`src/rtl/cdc_pkg.sv`:
```
// Shared definitions for the pulse clock-domain-crossing handshake blocks.
package cdc_pkg;
  typedef enum logic [1:0] {
    ST_IDLE = 2'd0,
    ST_REQ  = 2'd1,
    ST_REL  = 2'd2
  } state_t;

  localparam int SYNC_MIN = 2;
  localparam int SYNC_MAX = 4;
endpackage

```
`src/rtl/sync_bit.sv`:
```
// N-stage single-bit synchroniser; also used by the slow-side receiver.
module sync_bit #(
  parameter int N = 2
) (
  input  logic clk,
  input  logic rst_n,
  input  logic d,
  output logic q
);
  logic [N-1:0] ff;

  always_ff @(posedge clk or negedge rst_n) begin
    if (!rst_n) ff <= '0;
    else        ff <= {ff[N-2:0], d};
  end

  assign q = ff[N-1];
endmodule

```
`src/rtl/pulse_f2s_req.sv`:
```
// Fast-side requester: turns din pulses into four-phase req levels, queueing
// events that arrive mid-handshake in a saturating pending counter.
module pulse_f2s_req
  import cdc_pkg::*;
#(
  parameter int CNT_W       = 4,
  parameter int SYNC_STAGES = 2
) (
  input  logic             clkb,
  input  logic             rst_n,
  input  logic             din,
  input  logic             ack,
  output logic             req,
  output logic             busy,
  output logic             sent,
  output logic [CNT_W-1:0] pend_cnt,
  output logic             overflow
);
  localparam logic [CNT_W-1:0] ONE = CNT_W'(1);

  generate
    if (SYNC_STAGES < SYNC_MIN || SYNC_STAGES > SYNC_MAX) begin : g_bad_sync
      $error("pulse_f2s_req: SYNC_STAGES out of range");
    end
  endgenerate

  state_t state;
  logic   ack_s;
  logic   start;
  logic   queue;

  sync_bit #(.N(SYNC_STAGES)) u_ack_sync (
    .clk   (clkb),
    .rst_n (rst_n),
    .d     (ack),
    .q     (ack_s)
  );

  // A stale ack_s blocks a new request until the receiver has released.
  always_comb begin
    start = (state == ST_IDLE) && !ack_s && (din || (pend_cnt != '0));
    queue = din && !start;
  end

  always_ff @(posedge clkb or negedge rst_n) begin
    if (!rst_n) begin
      state    <= ST_IDLE;
      req      <= 1'b0;
      busy     <= 1'b0;
      sent     <= 1'b0;
      overflow <= 1'b0;
      pend_cnt <= '0;
    end else begin
      sent     <= 1'b0;
      overflow <= 1'b0;
      case (state)
        ST_IDLE: if (start) begin
          state <= ST_REQ;
          req   <= 1'b1;
          busy  <= 1'b1;
        end
        ST_REQ: if (ack_s) begin
          state <= ST_REL;
          req   <= 1'b0;
          sent  <= 1'b1;
        end
        ST_REL: if (!ack_s) begin
          state <= ST_IDLE;
          busy  <= 1'b0;
        end
        default: begin
          state <= ST_IDLE;
          req   <= 1'b0;
          busy  <= 1'b0;
        end
      endcase

      // start without din implies pend_cnt > 0, so no underflow here.
      if (start && !din)  pend_cnt <= pend_cnt - ONE;
      else if (queue) begin
        if (&pend_cnt) overflow <= 1'b1;
        else           pend_cnt <= pend_cnt + ONE;
      end
    end
  end
endmodule

```
`config.mk`:
```
export PLATFORM = sky130hd
export DESIGN_NAME = pulse_f2s_req
export DESIGN_NICKNAME = d
export VERILOG_FILES = /design/src/rtl/cdc_pkg.sv /design/src/rtl/sync_bit.sv /design/src/rtl/pulse_f2s_req.sv
export SDC_FILE = /design/constraint.sdc
export NUM_CORES = 1
export LEC_CHECK = 0
export CORE_AREA = 2 2 39 41
export CTS_BUF_LIST = sky130_fd_sc_hd__clkbuf_8
export DETAILED_ROUTE_END_ITERATION = 16
export DIE_AREA = 0 0 41 43
export GPL_TIMING_DRIVEN = 0
export PLACE_DENSITY = 0.71
export SLEW_MARGIN = 20
export SYNTH_ARGS = -nofsm -noshare
export SYNTH_HDL_FRONTEND = slang
export SYNTH_HIERARCHICAL = 1
export SYNTH_SLANG_ARGS = --single-unit
```
`constraint.sdc`:
```
create_clock -name clkb -period 3.4 [get_ports clkb]
set_input_delay 0.68 -clock clkb [delete_from_list [all_inputs] [get_ports clkb]]
set_output_delay 0.68 -clock clkb [all_outputs]
set_load 0.005 [all_outputs]
```
# Word level (Yosys, flattened, before mapping)
# Cells that the tools add are included.
totals:
  register_bits: 12
  latchBits: 0
  mem_bits_rw: 0
  romBits: 0
  in_bits: 4
  n_memories: 0
classes:
  n_addsub: 2
  mul: 0
  div: 0
  n_lt_le_gt_ge: 0
  eq_ne: 6
  shift: 0
  muxes: 17
  bitwise_logic: 2
  n_reduce_logical: 16
ops:
  columns: ["operator", "n"]
  rows:
  - ["4-bit two-way mux", 3]
  - ["3-bit AND reduction", 3]
  - ["1-bit two-way mux", 8]
  - ["2-bit two-way mux", 3]
  - ["2-bit != test (second input constant)", 3]
  - ["1-bit one-hot mux with 3 select lines", 2]
  - ["2-bit one-hot mux with 3 select lines", 1]
  - ["4-bit by 1-bit adder with 4-bit output (second input constant)", 1]
  - ["1-bit logical AND", 4]
  - ["4-bit AND reduction", 1]
  - ["4-bit nonzero test", 1]
  - ["4-bit by 1-bit subtractor with 4-bit output (second input constant)", 1]
  - ["1-bit logical NOT", 3]
  - ["2-bit by 1-bit == test with 1-bit output (second input constant)", 1]
  - ["2-bit == test (second input constant)", 1]
  - ["2-bit logical NOT", 1]
  - ["2-bit by 1-bit != test with 1-bit output (second input constant)", 1]
  - ["1-bit NOT", 2]
  - ["2-bit AND reduction", 1]
  - ["2-bit nonzero test", 1]
  - ["1-bit logical OR", 1]

# Depth between registers and ports, before layout
# Gate-level depths: netlist of the first run.
logic_depth:
  ltp_word: 7
  ltp_mapped: 11

# Modules after synthesis
# The synthesis of the first run kept the hierarchy.
by_module_without_submodules:
  columns: ["module", "instances", "cells_each", "area_each_um2"]
  rows:
  - ["pulse_f2s_req", 1, 49, 545.5]
  - ["sync_bit", 1, 2, 50.0]

# Worst setup path after synthesis of the first run
# No wires, ideal clock.
synth_timing:
  path_kind: "input to register"
  startpoint: "input port din"
  endpoint: "register pend_cnt[2]"
  setup_ps: 125
  t_arrival_ps: 2401
  slack_ps: 874
  path_stages: 11
  cell_sequence: "or4_4 -> o21ai_2 -> or2_2 -> inv_1 -> ha_1 -> xor2_1 -> ha_1 -> a21oi_1 -> xnor2_1 -> nand2_1 -> xnor2_1"
synth_between:
  elab_chain_len: 6
synth_lines:
  columns: ["item", "line", "rtl"]
  rows:
  - ["start: declaration", "pulse_f2s_req.sv:11", "input logic din,"]
  - ["1-bit logical OR", "pulse_f2s_req.sv:41", "start = (state == ST_IDLE) && !ack_s && (din || (pend_cnt != '0));"]
  - ["1-bit logical AND", "pulse_f2s_req.sv:41", null]
  - ["1-bit logical NOT", "pulse_f2s_req.sv:42", "queue = din && !start;"]
  - ["1-bit logical AND", "pulse_f2s_req.sv:42", null]
  - ["2-bit nonzero test (no line)", null, null]
  - ["2-bit AND reduction (no line)", null, null]
  - ["end signal: assignment", "pulse_f2s_req.sv:79", "if (start && !din) pend_cnt <= pend_cnt - ONE;"]
  - ["end signal: assignment", "pulse_f2s_req.sv:82", "else pend_cnt <= pend_cnt + ONE;"]
  - ["end: declaration", "pulse_f2s_req.sv:16", "output logic [CNT_W-1:0] pend_cnt,"]
# Parallel ways exist; a longest one is shown, timed or not.
# A chain may end at the register's enable or synchronous reset.

# Worst setup path after layout of the first run
# Same ends and word-level chain as after synthesis.

==> results of run 1 <==
-- Yosys cell counts, drive strengths merged, types with 2 or more instances --
| library cell | n |
|---|---|
| a21oi | 2 |
| xnor2 | 2 |
| dfrtp | 12 |
| inv | 4 |
| nand2 | 2 |
| o21ai | 2 |
| ha | 4 |
| and3b | 2 |
| nor2b | 2 |
| xor2 | 2 |
-- power groups by stage --
stage          registers [W]  logic, W  clock network, W
4_1_cts             0.000248  0.000226          0.000158
6_report            0.000247  0.000220          0.000152
2_1_floorplan       0.000239  0.000122                 0
3_5_place_dp        0.000252  0.000225                 0
3_3_place_gp        0.000248  0.000215                 0
5_1_grt             0.000257  0.000245          0.000165
-- cells by family (layout without fill, tap and decap cells) --
group | after synthesis | after routing | synth area share (%)
muxes | 2 | 2 | 3.57
xor gates and xnor gates | 4 | 4 | 5.88
and+or+nand+nor | 16 | 16 | 18.9
adders and majority gates | 4 | 4 | 8.40
DFF | 12 | 12 | 50.4
buffers and inverters | 4 | 19 | 2.52
AOI/OAI and AO/OA | 9 | 9 | 10.3
-- cell usage in the layout, fill, tap and decap left out, drive strengths merged, types with 2 or more instances in the layout --
cell	Yosys	routed
dfrtp	12	12
and3b	2	2
a21oi	2	2
nand2	2	2
xor2	2	2
nor2b	2	2
o21ai	2	2
clkdlybuf4s50	0	11
inv	4	4
clkbuf	0	4
xnor2	2	2
ha	4	4
-- area by class of cell --
cell class | count | area share (%)
tap | 16 | 2.56
multi-input combinational | 35 | 35.9
inverter | 4 | 1.92
clock buffer | 4 | 7.05
sequential | 12 | 38.5
timing repair buffer | 11 | 14.1
-- layer usage --
metal  track usage, %  up-vias  wire length (µm)
met1             16.1      203               426
met3             9.42        0                48
met4             10.0        0                 0
met5                0        -                 0
met2             24.7       10               559
li1                 -      208                 -
-- metrics by stage --
step | power [W] | instances | hold WS [ns] | cell area, µm² | setup slack (ns)
CTS | 0.000632 | 82 | 0.353 | 781 | 0.480
floorplan | 0.000362 | 51 | 0.331 | 596 | 0.874
global route | 0.000668 | 82 | 0.365 | 781 | 0.384
global placement | 0.000462 | 78 | 0.334 | 726 | 0.281
finish | 0.000619 | 82 | 0.352 | 781 | 0.495
detailed placement | 0.000476 | 78 | 0.341 | 726 | 0.241
-- registers in the layout, summed over array words and instances, names as in the netlist --
name / count
pend_cnt: 4
state: 2
u_ack_sync/ff: 2
busy: 1
overflow: 1
req: 1
sent: 1
-- final timing paths --
kind,cells past startpoint,end
worst max-delay path,12,pend_cnt[2]$_DFFE_PN0P_
worst min-delay path,0,u_ack_sync/ff[1]$_DFF_PN0_
worst max register to register,11,pend_cnt[2]$_DFFE_PN0P_
worst min register to register,0,u_ack_sync/ff[1]$_DFF_PN0_
max in group asynchronous,1,pend_cnt[2]$_DFFE_PN0P_
min in group asynchronous,1,busy$_DFFE_PN0P_
==> run summary, run 1 <==
status: completed
CTS buffer count: 3
cts-stage hold buffer count: 0
routability cong.: 0.750
gr ovfl total: 0
unrepaired setup endpoints after global routing: false
Root Driver: clkbuf_8
max-slew violation count: 0
Routed wire per std cell: 12.6 µm
Logic pwr share: 35.6%
Worst-Margin Slew: 0.505 ns
clk buf depth: 2
largest cells by area after synthesis: dfrtp_1, ha_1, and3b_1, xnor2_1, xor2_1
Int Pwr: 0.000429 W
largest net degree at the start of global routing: 13
Clock Skew: 0.000569 ns
final layout net count: 75
first-iteration detailed-routing DRC count: 2
antenna-violating nets left: 0
PortBufs: 11
clock sinks: 12
final count of negative-setup-slack endpoints: 0
Reg area: 300 µm²
Slowest-stage cell, CP: clkdlybuf4s50_1
CP Max Fanout: 5
area leader, netlist: dfrtp_1
CTS tree: yes
Die ar.: 1760 µm²
Synth Net Count: 59
boundary pin count: 12
async set-reset flop share out of synthesis: 100%
Core Area: 1380 µm²
DRT Pass-1 Iters: 2
Slew HR: 66.2%
register area share after synthesis: 50.4%
H-Tree Depth: 1
worst-skew pair later-pin latency: 0.24 ns
Static Leak: 0.361 nW
Hold Vio Cnt, Final: 0
buffers plus inverters on the worst setup path: 2
DR vias/cell: 5.13
Filler cells: 138
TNS Setup: 0 ns
ANT cells: 0
total track usage: 16.3%
VDD IR max: 0.348 mV
Multi-input gate area: 280 µm²
Ys Warns: 6
post-synthesis cell count: 51
Main synth FF type: dfrtp_1
Site Rows: 14
final core occ: 56.4%
Mapped Area: 596 µm²
DP HPWL: 806 µm
unique cell type count in the Yosys netlist: 28
crit start category: primary input
Clk pwr share: 24.5%
period utilization: 85.4%
vias in the first global route: 430
sequential share of power: 39.9%
pwr dens: 792 nW/µm²
Initial Util: 43.0%
CP top delay family: simple AND/OR/NAND/NOR gates
EDFF count, synth: 0
Reg clk slew, reported paths: 0.05 ns
Die Y: 43 µm
R2R Setup Slk: 0.80 ns
critical path's largest stage delay: 0.45 ns
post_cts resized: 0
CP Cell Sequence: clkdlybuf4s50_1 -> or4_4 -> o21ai_2 -> or2_2 -> inv_1 -> ha_1 -> xor2_1 -> ha_1 -> a21oi_1 -> xnor2_1 -> nand2_1 -> xnor2_1
# Post-CTS Setup Buffers: 0
Setup crit end kind: flip-flop
top-area cell type share of the netlist area: 50.4%
Die Wd: 41 µm
DRC errors left: 0
MaxCap Viol Count: 0
#FFs+latches synth: 12
final wirelength: 1.04 mm
crit path from: din
Fmax: 344 MHz
Crit Reg-Reg Startpoint: pend_cnt[0]$_DFFE_PN0P_
CP Class: in -> reg
vias post-DR: 421
initial antenna violation count: 0
Sw Share: 30.6%
Worst Hold Class: reg -> reg
Worst Path Required: 3.52 ns
hold wc startpoint: u_ack_sync/ff[0]$_DFF_PN0_
Worst Path Arrival: 3.03 ns
Switch Pwr: 0.000189 W
Avg Synthesized Cell Area: 11.7 µm²
Area Overhead vs Synth: 31.1%
min Tclk post-route: 2.91 ns
first-pass GRT wire length: 1.79 mm
share of layout cells above drive strength 1: 13.6%
Note: power is estimated with default switching activity, not from simulation.
==> inputs of run 2 (changes only) <==
Settings changed: SKIP_LAST_GASP set to 1.
==> results of run 2 <==
Same layout as run 1: the final DEF is identical, and so are final timing and power.
==> inputs of run 3 (changes only) <==
Settings changed: PLACE_DENSITY 0.71 to not set, PLACE_DENSITY_LB_ADDON set to 0.1.
==> run 3 against run 2 <==
Effect of this change:
- sequential cell count did not move
- global-route usage fell by 1.2 points
- via count rose by 0.24%
- final area did not move
- fmax rose by 0.66%
- count of clock-buffer cells in the layout did not move
- wire length fell by 6.8%
- sequential power barely moved
- combinational power barely moved
- critical path depth did not move
- first-iteration DRC count rose by 100%
- clock power barely moved
- highest routed layer unchanged
==> run summary, run 3 (synthesized netlist as in run 1, its figures left out) <==
first-pass GRT wire length: 1.73 mm (-3.1%)
H-Tree Depth: 1 (unchanged)
Worst Path Arrival: 3.00 ns (-0.03 ns)
routability cong.: 0.714 (-4.8%)
Multi-input gate area: 280 µm² (unchanged)
Reg clk slew, reported paths: 0.05 ns (about the same)
VDD IR max: 0.422 mV (+22%)
total track usage: 15.1% (-1.2 points)
clock sinks: 12 (unchanged)
R2R depth: 11 (unchanged)
DR vias/cell: 5.15 (+0.24%)
CP Class: in -> reg
largest net degree at the start of global routing: 13 (unchanged)
min Tclk post-route: 2.89 ns (-0.0191 ns)
Initial Util: 43.0% (unchanged)
CP Max Fanout: 5 (unchanged)
cts-stage hold buffer count: 0 (unchanged)
period utilization: 84.9% (-0.56 points)
Clock Skew: 0.00374 ns (+0.00317 ns)
share of layout cells above drive strength 1: 13.6% (unchanged)
antenna-violating nets left: 0 (unchanged)
Site Rows: 14 (unchanged)
Core Area: 1380 µm² (unchanged)
Die ar.: 1760 µm² (unchanged)
vias post-DR: 422 (+0.24%)
Slew HR: 65.7% (-0.52 points)
gr ovfl total: 0 (unchanged)
DRC errors left: 0 (unchanged)
crit start category: primary input
Routed wire per std cell: 11.8 µm (-6.8%)
most frequent cells in the layout: dfrtp_1, clkdlybuf4s50_1, inv_1, ha_1, clkbuf_8
pwr dens: 785 nW/µm² (-0.95%)
initial antenna violation count: 0 (unchanged)
Reg area: 300 µm² (unchanged)
CP Cell Sequence: clkdlybuf4s50_1 -> or4_4 -> o21ai_2 -> or2_2 -> inv_1 -> ha_1 -> xor2_1 -> ha_1 -> a21oi_1 -> xnor2_1 -> nand2_1 -> xnor2_1
Worst Path Required: 3.52 ns (about the same)
Worst Hold Class: reg -> reg
first-iteration detailed-routing DRC count: 4 (+2)
final count of negative-setup-slack endpoints: 0 (unchanged)
# Post-CTS Setup Buffers: 0 (unchanged)
most common cell after layout, fill and taps aside: dfrtp_1
Fmax: 346 MHz (+0.66%)
Hold Vio Cnt, Final: 0 (unchanged)
final layout net count: 75 (unchanged)
final setup margin: 0.514 ns (+0.0191 ns)
Slowest-stage cell, CP: clkdlybuf4s50_1
Die Wd: 41 µm (unchanged)
Reg with most FFs: pend_cnt
Die Y: 43 µm (unchanged)
critical path's largest stage delay: 0.46 ns (about the same)
Worst-Margin Slew: 0.513 ns (+0.00784 ns)
boundary pin count: 12 (unchanged)
TNS Setup: 0 ns (unchanged)
PortBufs: 11 (unchanged)
worst-skew pair later-pin latency: 0.24 ns (about the same)
DRT Pass-1 Iters: 4 (+2)
post_cts resized: 0 (unchanged)
Setup crit end kind: flip-flop
clk buf depth: 2 (unchanged)
unrepaired setup endpoints after global routing: false
biggest regs: pend_cnt: 4 flops, state: 2 flops, u_ack_sync/ff: 2 flops
vias in the first global route: 413 (-4.0%)
Root Driver: clkbuf_8
CTS tree: yes
max-slew violation count: 0 (unchanged)
ANT cells: 0 (unchanged)
MaxCap Viol Count: 0 (unchanged)
CTS buffer count: 3 (unchanged)
Filler cells: 138 (unchanged)
final wirelength: 965 µm (-6.8%)
pre-CTS setup slack: 0.259 ns (+0.0188 ns)
Static Leak: 0.361 nW (unchanged)
DP HPWL: 749 µm (-7.0%)
Area Overhead vs Synth: 31.1% (unchanged)
max reg flops: 4 (unchanged)
Hold Crit Depth: 0 (unchanged)
status: completed
-- run 3: cell counts in the layout (fill, tap and decap cells not counted) --
Identical to the previous run, type by type.
-- run 3: worst paths after layout --
kind | endpoint | start | slack [ns]
max in group asynchronous | u_ack_sync/ff[0]$_DFF_PN0_ | rst_n | 2.27
setup / recovery | pend_cnt[2]$_DFFE_PN0P_ | din | 0.51
hold reg to reg | u_ack_sync/ff[1]$_DFF_PN0_ | u_ack_sync/ff[0]$_DFF_PN0_ | 0.35
hold / removal | u_ack_sync/ff[1]$_DFF_PN0_ | u_ack_sync/ff[0]$_DFF_PN0_ | 0.35
min in group asynchronous | state[1]$_DFFE_PN0P_ | rst_n | 0.79
setup reg to reg | pend_cnt[2]$_DFFE_PN0P_ | pend_cnt[0]$_DFFE_PN0P_ | 0.84
-- run 3: metal layers --
layer	global-route usage, %	wire length (µm)	vias to the layer above
met2	20.9	449	8
met3	7.85	37	0
li1	-	-	210
met1	19.3	478	204
met4	6.00	0	0
met5	0	0	-
-- run 3: power breakdown --
group	switching, W	total [W]	internal [W]
sequential	0.0000595	0.000246	0.000186
combinational	0.0000772	0.000217	0.000140
clock	0.0000480	0.000150	0.000102
total	0.000185	0.000613	0.000428
-- run 3: through the flow --
stage                     hold slack (ns)  util, %  cells  instance area (µm²)  power [W]
after floorplan                     0.331        -     51                  596   0.000362
after global placement              0.333     52.4     78                  726   0.000465
after detailed placement            0.337     52.4     78                  726   0.000469
after CTS                           0.349     56.4     82                  781   0.000625
after global routing                0.379     56.4     82                  781   0.000667
final                               0.345     56.4     82                  781   0.000613
-- run 3: critical path, delay by kind of cell --
family / cells / cell delay (ns)
adder cells (fa/ha/maj): 2 / 0.43
XOR/XNOR: 3 / 0.43
buffers and inverters: 2 / 0.51
AND/OR/NAND/NOR: 3 / 0.66
AO/OA/AOI/OAI: 2 / 0.29
-- run 3: area by class of cell --
type	instances	share of cell area (%)
flip-flops and latches	12	38.5
multi-input cells	35	35.9
repair buffers	11	14.1
clock buffers	4	7.05
well taps	16	2.56
inverters	4	1.92
